===== src/rtl/scfifo_s_pkg.sv =====
// Shared constants and helpers for the scfifo_s read-side adapters.
package scfifo_s_pkg;

    localparam int MAX_READ_LATENCY = 3;

    // Bits needed to hold the values 0..n inclusive.
    function automatic int clog2p1(input int n);
        int w;
        w = 0;
        while ((1 << w) < (n + 1)) w = w + 1;
        return w;
    endfunction

endpackage


===== src/rtl/scfifo_s_regbuf.sv =====
// Small circular register FIFO with push/pop/count; head word is always visible.
module scfifo_s_regbuf
    import scfifo_s_pkg::*;
#(
    parameter  int WIDTH = 20,
    parameter  int DEPTH = 3,
    localparam int CNT_W = clog2p1(DEPTH),
    localparam int PTR_W = (DEPTH > 1) ? $clog2(DEPTH) : 1
) (
    input  logic             clock,
    input  logic             aclr,
    input  logic             sclr,
    input  logic             push,
    input  logic [WIDTH-1:0] push_data,
    input  logic             pop,
    output logic             valid,
    output logic [WIDTH-1:0] data,
    output logic [CNT_W-1:0] count
);

    logic [WIDTH-1:0] mem_q [DEPTH];
    logic [PTR_W-1:0] wr_ptr_q, wr_ptr_d;
    logic [PTR_W-1:0] rd_ptr_q, rd_ptr_d;
    logic [CNT_W-1:0] count_q, count_d;
    logic             do_pop;

    function automatic logic [PTR_W-1:0] ptr_inc(input logic [PTR_W-1:0] p);
        return (p == PTR_W'(DEPTH - 1)) ? '0 : p + PTR_W'(1);
    endfunction

    assign valid  = (count_q != '0);
    assign do_pop = pop && valid;
    assign data   = mem_q[rd_ptr_q];
    assign count  = count_q;

    always_comb begin
        wr_ptr_d = push ? ptr_inc(wr_ptr_q) : wr_ptr_q;
        rd_ptr_d = do_pop ? ptr_inc(rd_ptr_q) : rd_ptr_q;
        count_d  = count_q;
        if (push && !do_pop)
            count_d = count_q + CNT_W'(1);
        else if (!push && do_pop)
            count_d = count_q - CNT_W'(1);
    end

    always_ff @(posedge clock or posedge aclr) begin
        if (aclr) begin
            wr_ptr_q <= '0;
            rd_ptr_q <= '0;
            count_q  <= '0;
        end else if (sclr) begin
            wr_ptr_q <= '0;
            rd_ptr_q <= '0;
            count_q  <= '0;
        end else begin
            wr_ptr_q <= wr_ptr_d;
            rd_ptr_q <= rd_ptr_d;
            count_q  <= count_d;
        end
    end

    // Storage needs no reset: entries are only observed while count is non-zero.
    always_ff @(posedge clock) begin
        if (push)
            mem_q[wr_ptr_q] <= push_data;
    end

endmodule


===== src/rtl/scfifo_s_stream_out.sv =====
// Read-side adapter for a normal-mode scfifo_s: issues rdreq, tracks read latency, and
// presents a valid/ready stream whose ready never reaches fifo_rdreq combinationally.
module scfifo_s_stream_out
    import scfifo_s_pkg::*;
#(
    parameter  int WIDTH        = 20,
    parameter  int READ_LATENCY = 1,
    localparam int BUF_DEPTH    = READ_LATENCY + 2,
    localparam int CNT_W        = clog2p1(BUF_DEPTH)
) (
    input  logic             clock,
    input  logic             aclr,
    input  logic             sclr,
    input  logic             fifo_empty,
    input  logic [WIDTH-1:0] fifo_q,
    output logic             fifo_rdreq,
    output logic             out_valid,
    input  logic             out_ready,
    output logic [WIDTH-1:0] out_data,
    output logic [CNT_W-1:0] out_count
);

    localparam int              OCC_W     = CNT_W + 1;
    localparam logic [OCC_W-1:0] DEPTH_LIM = OCC_W'(BUF_DEPTH);

    logic [READ_LATENCY-1:0] vld_pipe_q, vld_pipe_d;
    logic [CNT_W-1:0]        inflight_cnt_q, inflight_cnt_d;
    logic [OCC_W-1:0]        occupancy;
    logic                    ret;

    assign ret       = vld_pipe_q[READ_LATENCY-1];
    assign occupancy = {1'b0, inflight_cnt_q} + {1'b0, out_count};
    // Only issue a read when a buffer slot is reserved for its return.
    assign fifo_rdreq = !fifo_empty && (occupancy < DEPTH_LIM) && !sclr;

    always_comb begin
        vld_pipe_d     = vld_pipe_q << 1;
        vld_pipe_d[0]  = fifo_rdreq;
        inflight_cnt_d = inflight_cnt_q;
        if (fifo_rdreq && !ret)
            inflight_cnt_d = inflight_cnt_q + CNT_W'(1);
        else if (!fifo_rdreq && ret)
            inflight_cnt_d = inflight_cnt_q - CNT_W'(1);
    end

    always_ff @(posedge clock or posedge aclr) begin
        if (aclr) begin
            vld_pipe_q     <= '0;
            inflight_cnt_q <= '0;
        end else if (sclr) begin
            vld_pipe_q     <= '0;
            inflight_cnt_q <= '0;
        end else begin
            vld_pipe_q     <= vld_pipe_d;
            inflight_cnt_q <= inflight_cnt_d;
        end
    end

    scfifo_s_regbuf #(
        .WIDTH (WIDTH),
        .DEPTH (BUF_DEPTH)
    ) u_buf (
        .clock     (clock),
        .aclr      (aclr),
        .sclr      (sclr),
        .push      (ret),
        .push_data (fifo_q),
        .pop       (out_ready),
        .valid     (out_valid),
        .data      (out_data),
        .count     (out_count)
    );

`ifndef SYNTHESIS
    a_no_overflow: assert property (@(posedge clock) disable iff (aclr)
        occupancy <= DEPTH_LIM);
    a_latency_range: assert property (@(posedge clock)
        READ_LATENCY >= 1 && READ_LATENCY <= MAX_READ_LATENCY);
`endif

endmodule


===== config.mk =====
export PLATFORM = sky130hd
export DESIGN_NAME = scfifo_s_stream_out
export DESIGN_NICKNAME = d
export VERILOG_FILES = /design/src/rtl/scfifo_s_pkg.sv /design/src/rtl/scfifo_s_regbuf.sv /design/src/rtl/scfifo_s_stream_out.sv
export SDC_FILE = /design/constraint.sdc
export NUM_CORES = 1
export LEC_CHECK = 0
export BUFFER_PORTS_ARGS = -buffer_cell sky130_fd_sc_hd__buf_2
export CORE_MARGIN = 2
export CORE_UTILIZATION = 50
export DETAILED_ROUTE_END_ITERATION = 12
export MAX_ROUTING_LAYER = met4
export PLACE_DENSITY = 0.78
export SYNTH_ARGS = -nofsm -noshare
export SYNTH_HDL_FRONTEND = slang
export SYNTH_SLANG_ARGS = --single-unit

===== constraint.sdc =====
create_clock -name clock -period 3.7 [get_ports clock]
set_clock_uncertainty 0.1 [all_clocks]
set_input_delay 0.37 -clock clock [delete_from_list [all_inputs] [get_ports clock]]
set_output_delay 0.37 -clock clock [all_outputs]
set_load 0.005 [all_outputs]

==> results.cfg <==
[status]
status = finished clean

[placement]
io_buffers = 48
detailed_place_hpwl_um = 2620
post-place-ws_ps = 1270
place.gp.congestion = 0.696

[worst_setup_path]
critical-path-slowest-cell = fa_1
cp.required_ps = 3230
worst_ep_arrival_time_ps = 2150
crit_type = reg -> out
critPathMaxFanout = 7
start_kind = flip-flop
slowest_delay_ps = 480
crit_chain = ha_1 -> fa_1 -> a2111oi_4 -> buf_2
cp_top_family = adder cells
endpoint_kind = output port
worst-path-buf-inv = 1

[timing]
worst_slack_ps = 1080
min_period_ps = 2620
worst_pin_slew_ps = 1190
fmax_mhz = 381
fin_tns_setup_ps = 0
finalSetupViolCount = 0
timing.final.crit_share_pct = 70.9
relSlewSlack_pct = 21.0
rsz0062_at_grt = false
finalHoldViolations = 0
slew_violations = 0

[global_route]
track_usage_pct = 16.1
antenna_found_initial = 0
overflow = 0
grt_pass1_wl_um = 6830
first_global_vias = 1492
grt_max_degree = 44

[floorplan]
num_io_pins = 49
initial_core_util_pct = 52.7
rows = 26
core_um2 = 5170
die_w_um = 77.8
fp.dieArea_um2 = 6060
die_y_um = 77.8

[power]
p_per_area_nw_per_um2 = 507
power_frac_comb_pct = 7.1
p_leak_nw = 1.18
intPower_mw = 1.31
max-vdd-ir-drop_uv = 248
p_sw_mw = 0.344
seqPwrFrac_pct = 54.1
power_frac_clock_pct = 38.8
switching_share_pct = 20.8

[synth]
syn_area_per_cell_um2 = 15.4
seq_area_frac_synth_pct = 74.4
netlist_area_um2 = 2730
ys_ff_latch = 69
yosys_warnings = 0
synth_cells = 177
post_synth_num_cell_types = 27
syn-num-nets = 204

[clock_network]
post_cts_resized = 0
cts_tree = yes
clockBufferDepth = 2
post_cts_buffers = 0
cts.clk_slew.worst_paths_ps = 70
h-tree-depth = 3
clock_latency_ps = 330
cts_inserted_buffers = 9
cts_num_sinks = 69
clock-root-buffer = clkbuf_8

[worst_hold_path]
min_path_type = in -> reg

[finish]
seq_area_um2 = 2030
fill_cells = 380
layout-drive-gt1-share_pct = 31.1
multi_input_area_um2 = 659
syn2layout_area_growth_pct = 19.7
n_antenna_cell = 0
layout.nets = 257

[routing]
vias = 1526
drt_wl_total_um = 4300
avgViaCountPerCell = 5.00
drt-wirelength-per-cell_um = 14.1
antenna_left = 0
first_pass_iters = 4
drcViolationCount = 0
drtIter0Drc = 89

[run]
drv_cap = 0
worst register-to-register path, cell delays in order (launching register included):
cell and delay, ps:
dfrtp_1 440, ha_1 230, fa_1 480, a2111oi_4 480
mux2i_1 250, mux2_1 340
cells in the final DEF (no fill, tap or decap), types with 2 or more instances in the layout:
cell and instances:
a21oi_1 3, nor3_1 2, o21ai_0 21, clkbuf_8 9, dfrtp_1 9, nand2_1 23, nor2_1 4, nor2b_1 5
buf_2 48, inv_1 2, and3b_1 2, clkinvlp_4 2, edfxtp_1 60, buf_4 2, mux2i_1 21, clkinv_2 3
bufinv_16 2
synthesized netlist by cell type, drive strengths merged:
| master | instances | area share (%) |
|---|---|---|
| edfxtp | 60 | 66 |
| nand2 | 23 | 3.2 |
| mux2i | 21 | 7.7 |
| o21ai | 21 | 3.9 |
| dfrtp | 9 | 8.3 |
| clkbuf | 5 | 0.69 |
| nor2 | 5 | 0.69 |
| nor2b | 5 | 1.1 |
| buf | 4 | 0.73 |
| a21oi | 3 | 0.55 |
| nor3 | 3 | 0.55 |
| and3b | 2 | 0.64 |
| inv | 2 | 0.28 |
| a2111oi | 1 | 1.0 |
| a21boi | 1 | 0.28 |
| a31oi | 1 | 0.23 |
| fa | 1 | 0.73 |
| ha | 1 | 0.46 |
| mux2 | 1 | 0.41 |
| o21a | 1 | 0.28 |
| o21ba | 1 | 0.37 |
| o221a | 1 | 0.41 |
| or2 | 1 | 0.23 |
| or3 | 1 | 0.23 |
| or3b | 1 | 0.32 |
| xnor2 | 1 | 0.32 |
| xor2 | 1 | 0.32 |
kinds of logic (layout without fill, tap and decap cells):
group | count (synthesis) | in the layout | synth area share (%)
buffers and inverters | 11 | 69 | 1.70
XOR/XNOR | 2 | 2 | 0.643
adder cells (fa/ha/maj) | 2 | 2 | 1.19
AND/OR/NAND/NOR | 41 | 41 | 6.98
AO/OA/AOI/OAI | 30 | 30 | 6.98
multiplexers | 22 | 22 | 8.13
flip-flops | 69 | 69 | 74.4
registers in the layout, summed over array words and instances, names as in the netlist:
name and cells:
u_buf.mem_q 60, ret 1, u_buf.rd_ptr_q 2, u_buf.wr_ptr_q 2
u_buf.count 2, inflight_cnt_q 2
cell type report:
type / instances / share of cell area (%)
repair buffers: 51 / 8.14
well taps: 70 / 2.69
flip-flops and latches: 69 / 62.2
multi-input cells: 97 / 20.2
inverters: 2 / 0.230
clock buffers: 9 / 3.80
clock inverters: 7 / 2.76
worst paths after layout:
check / startpoint / to / slack (ps) / depth (start not counted)
max: u_buf.count[0] / fifo_rdreq / 1080 / 4
min: fifo_empty / ret / 130 / 2
max reg2reg: u_buf.count[0] / inflight_cnt_q[1] / 1270 / 5
min reg2reg: u_buf.wr_ptr_q[1] / u_buf.mem_q[0][18] / 550 / 1
max in group asynchronous: aclr / inflight_cnt_q[0] / 2810 / 3
min in group asynchronous: aclr / u_buf.count[0] / 440 / 3
power groups by stage:
| stage | clock network, mW | registers (mW) | logic, mW |
|---|---|---|---|
| global placement | 0 | 0.909 | 0.115 |
| finish | 0.642 | 0.893 | 0.117 |
| global route | 0.682 | 0.896 | 0.131 |
| floorplan | 0 | 0.903 | 0.0716 |
| CTS | 0.654 | 0.894 | 0.119 |
| detailed placement | 0 | 0.910 | 0.118 |
metal layers:
metal | track usage, % | vias up | wire (um)
li1 | - | 759 | -
met5 | - | - | 0
met1 | 17.3 | 713 | 1870
met2 | 26.4 | 42 | 2130
met4 | 9.11 | 0 | 110
met3 | 5.00 | 12 | 185
per-stage QoR:
stage          std cells  power, mW  area (um^2)  util (%)  hold slack (ps)
2_1_floorplan        177      0.974         2730         -             97.9
3_3_place_gp         288       1.02         3040      58.7              244
3_5_place_dp         288       1.03         3040      58.7              249
4_1_cts              305       1.67         3260      63.0              113
5_1_grt              305       1.71         3260      63.0              120
6_report             305       1.65         3260      63.0              130
timing repair:
item	CTS	global route
endpoints found under the hold margin	9	0
endpoints found under the setup margin	0	0
hold buffers	1	0
Power figures use the tool's default switching activity.
